## config.mk

```make
export PLATFORM = sky130hd
export DESIGN_NAME = br_update_queue
export DESIGN_NICKNAME = d
export VERILOG_FILES = /design/src/rtl/br_update_queue_pkg.sv /design/src/rtl/br_update_lane_select.sv /design/src/rtl/br_update_queue.sv
export SDC_FILE = /design/constraint.sdc
export NUM_CORES = 1
export LEC_CHECK = 0
export BUFFER_PORTS_ARGS = -buffer_cell sky130_fd_sc_hd__buf_2
export CAP_MARGIN = 20
export CORE_UTILIZATION = 40
export DETAILED_ROUTE_END_ITERATION = 8
export HOLD_SLACK_MARGIN = 0.08
export PLACE_DENSITY = 0.63
export SLEW_MARGIN = 20
export SYNTH_ARGS = -nofsm -noshare
export SYNTH_HDL_FRONTEND = slang
export SYNTH_SLANG_ARGS = --single-unit
export TNS_END_PERCENT = 100
```

## constraint.sdc

```tcl
create_clock -name clk -period 9.85 [get_ports clk]
set_clock_uncertainty 0.1 [all_clocks]
set_input_delay 0.985 -clock clk [delete_from_list [all_inputs] [get_ports clk]]
set_output_delay 0.985 -clock clk [all_outputs]
set_load 0.05 [all_outputs]
```

## src/rtl/br_update_queue_pkg.sv

```systemverilog
// rtl/br_update_queue_pkg.sv - shared branch-update entry type and PHT index extraction
package br_update_queue_pkg;

    localparam int ADDR_WIDTH          = 32;
    localparam int INSN_ADDR_BIT_WIDTH = 2;
    localparam int PHT_PAP_BITS        = 4;
    localparam int PHT_ENTRY_WIDTH     = 2;

    typedef logic [PHT_PAP_BITS-1:0] pap_pht_index_path_t;

    typedef struct packed {
        logic [ADDR_WIDTH-1:0]      addr;
        logic                       exec_taken;
        logic                       mispred;
        logic                       is_cond;
        logic [PHT_PAP_BITS-1:0]    prev_hist;
        logic [PHT_ENTRY_WIDTH-1:0] prev_ctr;
    } br_update_entry_t;

    // The predictor calls this same function so both sides agree on the index.
    function automatic pap_pht_index_path_t pht_index(input logic [ADDR_WIDTH-1:0] addr);
        return addr[PHT_PAP_BITS-1+INSN_ADDR_BIT_WIDTH : INSN_ADDR_BIT_WIDTH];
    endfunction

endpackage

```

## src/rtl/br_update_lane_select.sv

```systemverilog
// rtl/br_update_lane_select.sv - in-order dequeue lane selection avoiding same-index PHT collisions
module br_update_lane_select
    import br_update_queue_pkg::*;
#(
    parameter int LANES = 2,
    parameter int CNT_W = 4,
    parameter int DEQ_W = 2
) (
    input  logic [CNT_W-1:0]     count_i,
    input  logic                 upd_ready_i,
    input  pap_pht_index_path_t  head_idx_i [LANES],
    output logic [LANES-1:0]     upd_valid_o,
    output logic [DEQ_W-1:0]     deq_n_o
);

    logic prev_ok;
    logic lane_ok;

    // A lane fires only if every older lane fires and none of them hits the same PHT index.
    always_comb begin
        upd_valid_o = '0;
        deq_n_o     = '0;
        prev_ok     = 1'b1;
        lane_ok     = 1'b0;
        for (int k = 0; k < LANES; k++) begin
            lane_ok = prev_ok && upd_ready_i && (count_i > CNT_W'(k));
            for (int j = 0; j < k; j++) begin
                if (head_idx_i[j] == head_idx_i[k]) begin
                    lane_ok = 1'b0;
                end
            end
            upd_valid_o[k] = lane_ok;
            prev_ok        = lane_ok;
            deq_n_o        = deq_n_o + DEQ_W'(lane_ok);
        end
    end

endmodule

```

## src/rtl/br_update_queue.sv

```systemverilog
// rtl/br_update_queue.sv - multi-lane in-order queue of resolved branches feeding PAp predictor updates
module br_update_queue
    import br_update_queue_pkg::*;
#(
    parameter int INT_ISSUE_WIDTH = 2,
    parameter int DEPTH           = 8
) (
    input  logic                                       clk,
    input  logic                                       rst,
    input  logic                                       flush,
    input  logic [INT_ISSUE_WIDTH-1:0]                 enq_valid,
    input  logic [INT_ISSUE_WIDTH*ADDR_WIDTH-1:0]      enq_addr,
    input  logic [INT_ISSUE_WIDTH-1:0]                 enq_exec_taken,
    input  logic [INT_ISSUE_WIDTH-1:0]                 enq_mispred,
    input  logic [INT_ISSUE_WIDTH-1:0]                 enq_is_cond,
    input  logic [INT_ISSUE_WIDTH*PHT_PAP_BITS-1:0]    enq_prev_hist,
    input  logic [INT_ISSUE_WIDTH*PHT_ENTRY_WIDTH-1:0] enq_prev_ctr,
    output logic                                       enq_ready,
    output logic [INT_ISSUE_WIDTH-1:0]                 upd_valid,
    output logic [INT_ISSUE_WIDTH*ADDR_WIDTH-1:0]      upd_addr,
    output logic [INT_ISSUE_WIDTH-1:0]                 upd_exec_taken,
    output logic [INT_ISSUE_WIDTH-1:0]                 upd_mispred,
    output logic [INT_ISSUE_WIDTH-1:0]                 upd_is_cond,
    output logic [INT_ISSUE_WIDTH*PHT_PAP_BITS-1:0]    upd_prev_hist,
    output logic [INT_ISSUE_WIDTH*PHT_ENTRY_WIDTH-1:0] upd_prev_ctr,
    input  logic                                       upd_ready,
    output logic [$clog2(DEPTH):0]                     count
);

    localparam int PTR_W = $clog2(DEPTH);
    localparam int CNT_W = PTR_W + 1;
    localparam int DEQ_W = $clog2(INT_ISSUE_WIDTH) + 1;

    br_update_entry_t    mem_q [DEPTH];
    logic [PTR_W-1:0]    head_q, head_d, tail_q, tail_d;
    logic [CNT_W-1:0]    count_q, count_d;

    br_update_entry_t    enq_entry [INT_ISSUE_WIDTH];
    logic [PTR_W-1:0]    enq_slot  [INT_ISSUE_WIDTH];
    logic [DEQ_W-1:0]    enq_n;
    logic                enq_fire;

    br_update_entry_t    head_entry [INT_ISSUE_WIDTH];
    pap_pht_index_path_t head_idx   [INT_ISSUE_WIDTH];
    logic [DEQ_W-1:0]    deq_n;

    assign enq_ready = (CNT_W'(DEPTH) - count_q) >= CNT_W'(INT_ISSUE_WIDTH);
    assign enq_fire  = enq_ready && !flush;
    assign count     = count_q;

    // Valid lanes are packed into consecutive slots starting at tail.
    always_comb begin
        enq_n = '0;
        for (int l = 0; l < INT_ISSUE_WIDTH; l++) begin
            enq_entry[l].addr       = enq_addr[l*ADDR_WIDTH +: ADDR_WIDTH];
            enq_entry[l].exec_taken = enq_exec_taken[l];
            enq_entry[l].mispred    = enq_mispred[l];
            enq_entry[l].is_cond    = enq_is_cond[l];
            enq_entry[l].prev_hist  = enq_prev_hist[l*PHT_PAP_BITS +: PHT_PAP_BITS];
            enq_entry[l].prev_ctr   = enq_prev_ctr[l*PHT_ENTRY_WIDTH +: PHT_ENTRY_WIDTH];
            enq_slot[l]             = tail_q + PTR_W'(enq_n);
            if (enq_valid[l]) begin
                enq_n = enq_n + DEQ_W'(1);
            end
        end
    end

    always_ff @(posedge clk) begin
        for (int l = 0; l < INT_ISSUE_WIDTH; l++) begin
            if (enq_fire && enq_valid[l]) begin
                mem_q[enq_slot[l]] <= enq_entry[l];
            end
        end
    end

    for (genvar k = 0; k < INT_ISSUE_WIDTH; k++) begin : g_head
        assign head_entry[k] = mem_q[head_q + PTR_W'(k)];
        assign head_idx[k]   = pht_index(head_entry[k].addr);
        assign upd_addr[k*ADDR_WIDTH +: ADDR_WIDTH]                = head_entry[k].addr;
        assign upd_exec_taken[k]                                   = head_entry[k].exec_taken;
        assign upd_mispred[k]                                      = head_entry[k].mispred;
        assign upd_is_cond[k]                                      = head_entry[k].is_cond;
        assign upd_prev_hist[k*PHT_PAP_BITS +: PHT_PAP_BITS]       = head_entry[k].prev_hist;
        assign upd_prev_ctr[k*PHT_ENTRY_WIDTH +: PHT_ENTRY_WIDTH]  = head_entry[k].prev_ctr;
    end

    br_update_lane_select #(
        .LANES (INT_ISSUE_WIDTH),
        .CNT_W (CNT_W),
        .DEQ_W (DEQ_W)
    ) u_lane_select (
        .count_i     (count_q),
        .upd_ready_i (upd_ready),
        .head_idx_i  (head_idx),
        .upd_valid_o (upd_valid),
        .deq_n_o     (deq_n)
    );

    // Dequeue still completes in a flush cycle; only the pointers are forced back to zero.
    always_comb begin
        head_d  = head_q + PTR_W'(deq_n);
        tail_d  = tail_q + (enq_fire ? PTR_W'(enq_n) : '0);
        count_d = count_q + (enq_fire ? CNT_W'(enq_n) : '0) - CNT_W'(deq_n);
        if (flush) begin
            head_d  = '0;
            tail_d  = '0;
            count_d = '0;
        end
    end

    always_ff @(posedge clk or posedge rst) begin
        if (rst) begin
            head_q  <= '0;
            tail_q  <= '0;
            count_q <= '0;
        end else begin
            head_q  <= head_d;
            tail_q  <= tail_d;
            count_q <= count_d;
        end
    end

endmodule
```

# Word level (Yosys, flattened, before mapping)

Memories as Yosys holds them, arrays and structs flattened.
Cells that the tools add are included.

Add/subtract/negate cells: 9
Multiply operators: 0
Div/mod/pow operators: 0
Order comparisons: 3
Equal/unequal tests: 1
Shifts and indexed selects: 0
Muxes and demuxes: 12
Bitwise gates (word level): 0
Reductions and logical operators: 7

Operator list:

| cell                                                               | count |
|---|---|
| adder 3 x 2 -> 3 bit                                               | 3 |
| greater-than comparator 4 x 1 -> 1 bit (second input constant)     | 2 |
| logical AND 1 bit                                                  | 6 |
| 2-to-1 mux 1 bit                                                   | 6 |
| 2-to-1 mux 2 bit                                                   | 3 |
| 2-to-1 mux 3 bit                                                   | 2 |
| adder 4 x 2 -> 4 bit                                               | 1 |
| equality test 4 bit                                                | 1 |
| greater-or-equal comparator 4 x 2 -> 1 bit (second input constant) | 1 |
| 2-to-1 mux 4 bit                                                   | 1 |
| subtractor 4 x 2 -> 4 bit                                          | 1 |
| subtractor 4 bit (first input constant)                            | 1 |
| adder 3 x 1 -> 3 bit (second input constant)                       | 1 |
| adder 1 x 1 -> 2 bit                                               | 1 |
| adder 2 x 1 -> 2 bit (second input constant)                       | 1 |
| zero test 1 bit                                                    | 1 |

Register bits after elaboration: 10
Bits in latches: 0
RAM bits: 328
Memory bits (read-only): 0
Input port bits: 88
Logic and storage cells: 36
Memories kept: 1

Memory list:

| memory | words | bits a word | rd ports | clocked after memory_dff | wr ports | line                  | RTL |
|---|---|---|---|---|---|---|---|
| mem_q  | 8     | 41          | 2        | 0                        | 2        | br_update_queue.sv:34 | `br_update_entry_t mem_q [DEPTH];` |

# Depth between registers and ports, before layout

Depth in word-level cells: 8
Gate-level depth with buffers: 16

# By module

A second synthesis with hierarchy kept.

Cell total of the unflattened synthesis: 1085
Area, all modules: 19748.9 um^2

Modules (own cells, without submodules):

| module                | times used | cells each | area an instance (um^2) | sequential area each (um^2) |
|---|---|---|---|---|
| br_update_queue       | 1          | 1076       | 19666.4                 | 10099.7 |
| br_update_lane_select | 1          | 9          | 82.6                    | 0.0 |

# Least setup slack after synthesis

OpenSTA, ideal clock, no wires.

Path type: register to register
Start: register count_q[1], in the netlist count[1]
End: memory mem_q[5][0] (netlist bit), enable pin
Arrival time: 4792 ps
Required time: 9254 ps
Slack: 4462 ps
Stages on the path, launching flop included: 8
Clock period less this slack: 5388 ps
Path through: dfrtp_1 > inv_1 > ha_1 > xnor2_1 > or4_4 > nor2b_1 > nand3_1 > o21ai_0

RTL lines:

| element                | line                   | RTL |
|---|---|---|
| start, declared        | br_update_queue.sv:36  | `logic [CNT_W-1:0] count_q, count_d;` |
| start signal, assigned | br_update_queue.sv:119 | `count_q <= count_d;` |
| end, declared          | br_update_queue.sv:34  |  |

# Worst setup path after layout

Start: register head_q[0]
End: output upd_valid[1]

Cells in the longest elaborated chain, start to end: 4

RTL lines:

| element                    | line                        | RTL |
|---|---|---|
| start, declared            | br_update_queue.sv:35       | `logic [PTR_W-1:0] head_q, head_d, tail_q, tail_d;` |
| start signal, assigned     | br_update_queue.sv:113      | `head_q <= '0;` |
| start signal, assigned     | br_update_queue.sv:117      | `head_q <= head_d;` |
| adder 3 x 1 -> 3 bit       | br_update_queue.sv:77       | `assign head_entry[k] = mem_q[head_q + PTR_W'(k)];` |
| memory read (8 x 41 bit) * | n/a                         |  |
| equality test 4 bit *      | br_update_lane_select.sv:28 | `if (head_idx_i[j] == head_idx_i[k]) begin` |
| 2-to-1 mux 1 bit *         | br_update_lane_select.sv:28 |  |
| end, declared              | br_update_queue.sv:19       | `output logic [INT_ISSUE_WIDTH-1:0] upd_valid,` |

Mark *: on every way between the ends. The rest lies on a longest branch, timed or not.

==> results.sh <==
export IMPL_clk_latency_ps=550
export IMPL_yosys_area_top_type_share_pct=48.2
export IMPL_power_density_nw_per_um2=294
export IMPL_portBuffers=176
export IMPL_power_leakage_nw=7.97
export IMPL_cts_buffers=41
export IMPL_yosysSeqAreaShare_pct=49.4
export IMPL_final_min_clock_period_ps=5960
export IMPL_vias=11300
export IMPL_dpl_cell_area_sq_um=21900
export IMPL_syn_nets=1227
export IMPL_end_kind="primary output"
export IMPL_place_gp_congestion=0.751
export IMPL_grt_max_degree=59
export IMPL_synth_most_common_cell="edfxtp_1"
export IMPL_synth_area_top_cells="edfxtp_1, mux4_2, mux2_2"
export IMPL_grt_pass1_vias=12100
export IMPL_grt_overflow=0
export IMPL_worstPathRequired_ps=8770
export IMPL_synthFlopType="edfxtp_1"
export IMPL_cts_hold_buffers=0
export IMPL_rsz0062_at_grt="false"
export IMPL_cts_resized=0
export IMPL_startpoint="head_q[0]$_DFF_PP0_"
export IMPL_finalSetupTns_ps=0
export IMPL_synth_cell_types=36
export IMPL_clock_power_share_pct=21.0
export IMPL_finalWirelength_mm=54.1
export IMPL_critPathLaunchType="flip-flop"
export IMPL_power_frac_seq_pct=28.3
export IMPL_cts_tree="built"
export IMPL_cts_sink_count=338
export IMPL_dp_slack_ps=3860
export IMPL_async_reset_ff_share_pct=2.96
export IMPL_min_period_over_period_pct=60.5
export IMPL_first_pass_iters=4
export IMPL_clockBufferDepth=3
export IMPL_syn_area_sq_um=20400
export IMPL_track_usage_pct=20.8
export IMPL_critPathArrivalTime_ps=4880
export IMPL_synth_edff_count=328
export IMPL_ys_ff_latch=338
export IMPL_drv_slew=0
export IMPL_intPower_w=0.00393
export IMPL_row_count=82
export IMPL_drc_errors=0
export IMPL_place_hpwl_mm=29.9
export IMPL_synthToLayoutAreaGrowth_pct=13.4
export IMPL_relSlewSlack_pct=24.8
export IMPL_dieArea_sq_um=52000
export IMPL_synth_cells=1118
export IMPL_final_cells=1973
export IMPL_place_inst=1899
export IMPL_die_h_um=228
export IMPL_status="completed"
export IMPL_synth_commonest_cells="edfxtp_1, mux2_2, mux4_2"
export IMPL_ant_nets=0
export IMPL_die_width_um=228
export IMPL_core_area_sq_um=50300
export IMPL_p_comb_share_pct=50.7
export IMPL_yosysTopAreaCell="edfxtp_1"
export IMPL_pin_count=177
export IMPL_drive_gt1_share_pct=65.2
export IMPL_irDropWorstVdd_v=0.000271
export IMPL_synth_area_per_cell_sq_um=18.3
export IMPL_nets=1379
export IMPL_antenna_found_initial=13
export IMPL_crit_path_max_fanout=58
export IMPL_postCtsSetupRepairBufs=0
export IMPL_cap_violations=0
export IMPL_initial_core_util_pct=40.6
export IMPL_setup_ws_ps=3890
export IMPL_switching_share_pct=42.2
export IMPL_final_cell_area_sq_um=23200
export IMPL_synth_warnings=0
export IMPL_clockRootBuffer="clkbuf_16"
export IMPL_clk_pin_slew_ps=60
export IMPL_netSwitchingPower_w=0.00287
export IMPL_vias_per_cell=5.72
export IMPL_timing_fmax_mhz=168
export IMPL_min_path_type="primary input to asynchronous set/reset pin"
export IMPL_final_hold_violation_count=0
export IMPL_wire_per_inst_um=27.4
export IMPL_tightest_slew_ps=1130
export IMPL_drt_iter0_markers=729
export IMPL_path_class="flip-flop to primary output"
export IMPL_grt_pass1_wl_mm=79.0
export IMPL_r2r_start="head_q[0]$_DFF_PP0_"
export IMPL_finalSetupViolCount=0
export IMPL_cts_max_level=2
[final cells by class]
cell class,count,area [sq um]
multi-input cells,681,9900
flip-flops and latches,338,10100
clock buffers,54,1110
clock inverters,16,120
diodes,4,10.0
repair buffers,193,1010
well taps,672,841
fillers,4380,27100
inverters,15,56.3
[placed cells by master (no fill, tap or decap), types with 9 or more instances in the layout]
cell type,netlist,final
clkbuf_16,0,41
ha_1,17,16
xor2_1,16,16
buf_2,38,176
mux4_2,164,164
buf_4,2,17
clkbuf_1,21,9
nor2_1,11,11
edfxtp_1,328,328
mux2_2,254,254
inv_1,15,15
mux2_4,156,156
[per-layer routing]
layer	GRT usage, %	wire length [um]	vias to the layer above
met5	0	103	-
met4	6.50	1400	16
met3	4.34	2850	101
met2	36.6	27900	292
met1	25.4	21900	5976
li1	-	-	4907
[per-stage QoR]
| step | hold WS, ps | util (%) | power [W] |
|---|---|---|---|
| final | 311 | 46.1 | 0.00680 |
| after global routing | 326 | 46.1 | 0.00710 |
| after CTS | 300 | 46.0 | 0.00688 |
| after detailed placement | 597 | 43.6 | 0.00544 |
| after global placement | 580 | 43.6 | 0.00541 |
| after floorplan | 558 | - | 0.00461 |
[cell families (layout without fill, tap and decap cells)]
logic type                 Yosys count  in the layout  synth area share (%)
xor gates and xnor gates            21             21                 0.900
and+or+nand+nor                     50             50                  1.39
DFF                                338            338                  49.4
AOI/OAI and AO/OA                   15             15                 0.472
other                                0              4                     0
adders and majority gates           21             21                  1.43
muxes                              574            574                  43.5
buffers and inverters               99            278                  2.82
[final timing paths]
path / endpoint / slack [ps] / depth (start not counted)
setup / recovery: upd_valid[1] / 3890 / 9
hold / removal: count[3]$_DFF_PP0_ / 310 / 2
setup reg to reg: count[3]$_DFF_PP0_ / 3990 / 16
hold reg to reg: tail_q[2]$_DFF_PP0_ / 610 / 2
max in group asynchronous: head_q[0]$_DFF_PP0_ / 9010 / 2
min in group clk: tail_q[2]$_DFF_PP0_ / 610 / 2
[flip-flops by register name, indices dropped and copies added (netlist names)]
| signal | flops |
|---|---|
| count | 4 |
| mem_q | 328 |
| head_q | 3 |
| tail_q | 3 |
[power by group through the flow]
| stage | clock network [W] | logic, W | registers (W) |
|---|---|---|---|
| 3_5_place_dp | 0 | 0.00348 | 0.00196 |
| 2_1_floorplan | 0 | 0.00276 | 0.00186 |
| 6_report | 0.00143 | 0.00345 | 0.00193 |
| 5_1_grt | 0.00151 | 0.00364 | 0.00195 |
| 4_1_cts | 0.00145 | 0.00349 | 0.00193 |
| 3_3_place_gp | 0 | 0.00346 | 0.00195 |
[critical path, cell delays in order (launching register included)]
cell and delay [ps]:
dfrtp_4 1050, ha_4 640, buf_4 760, mux4_2 650
xor2_1 160, o22ai_1 150, nor3_1 80, nor4_1 430
a211oi_1 130, buf_2 240
No activity file was read; power rests on OpenSTA's default activity.
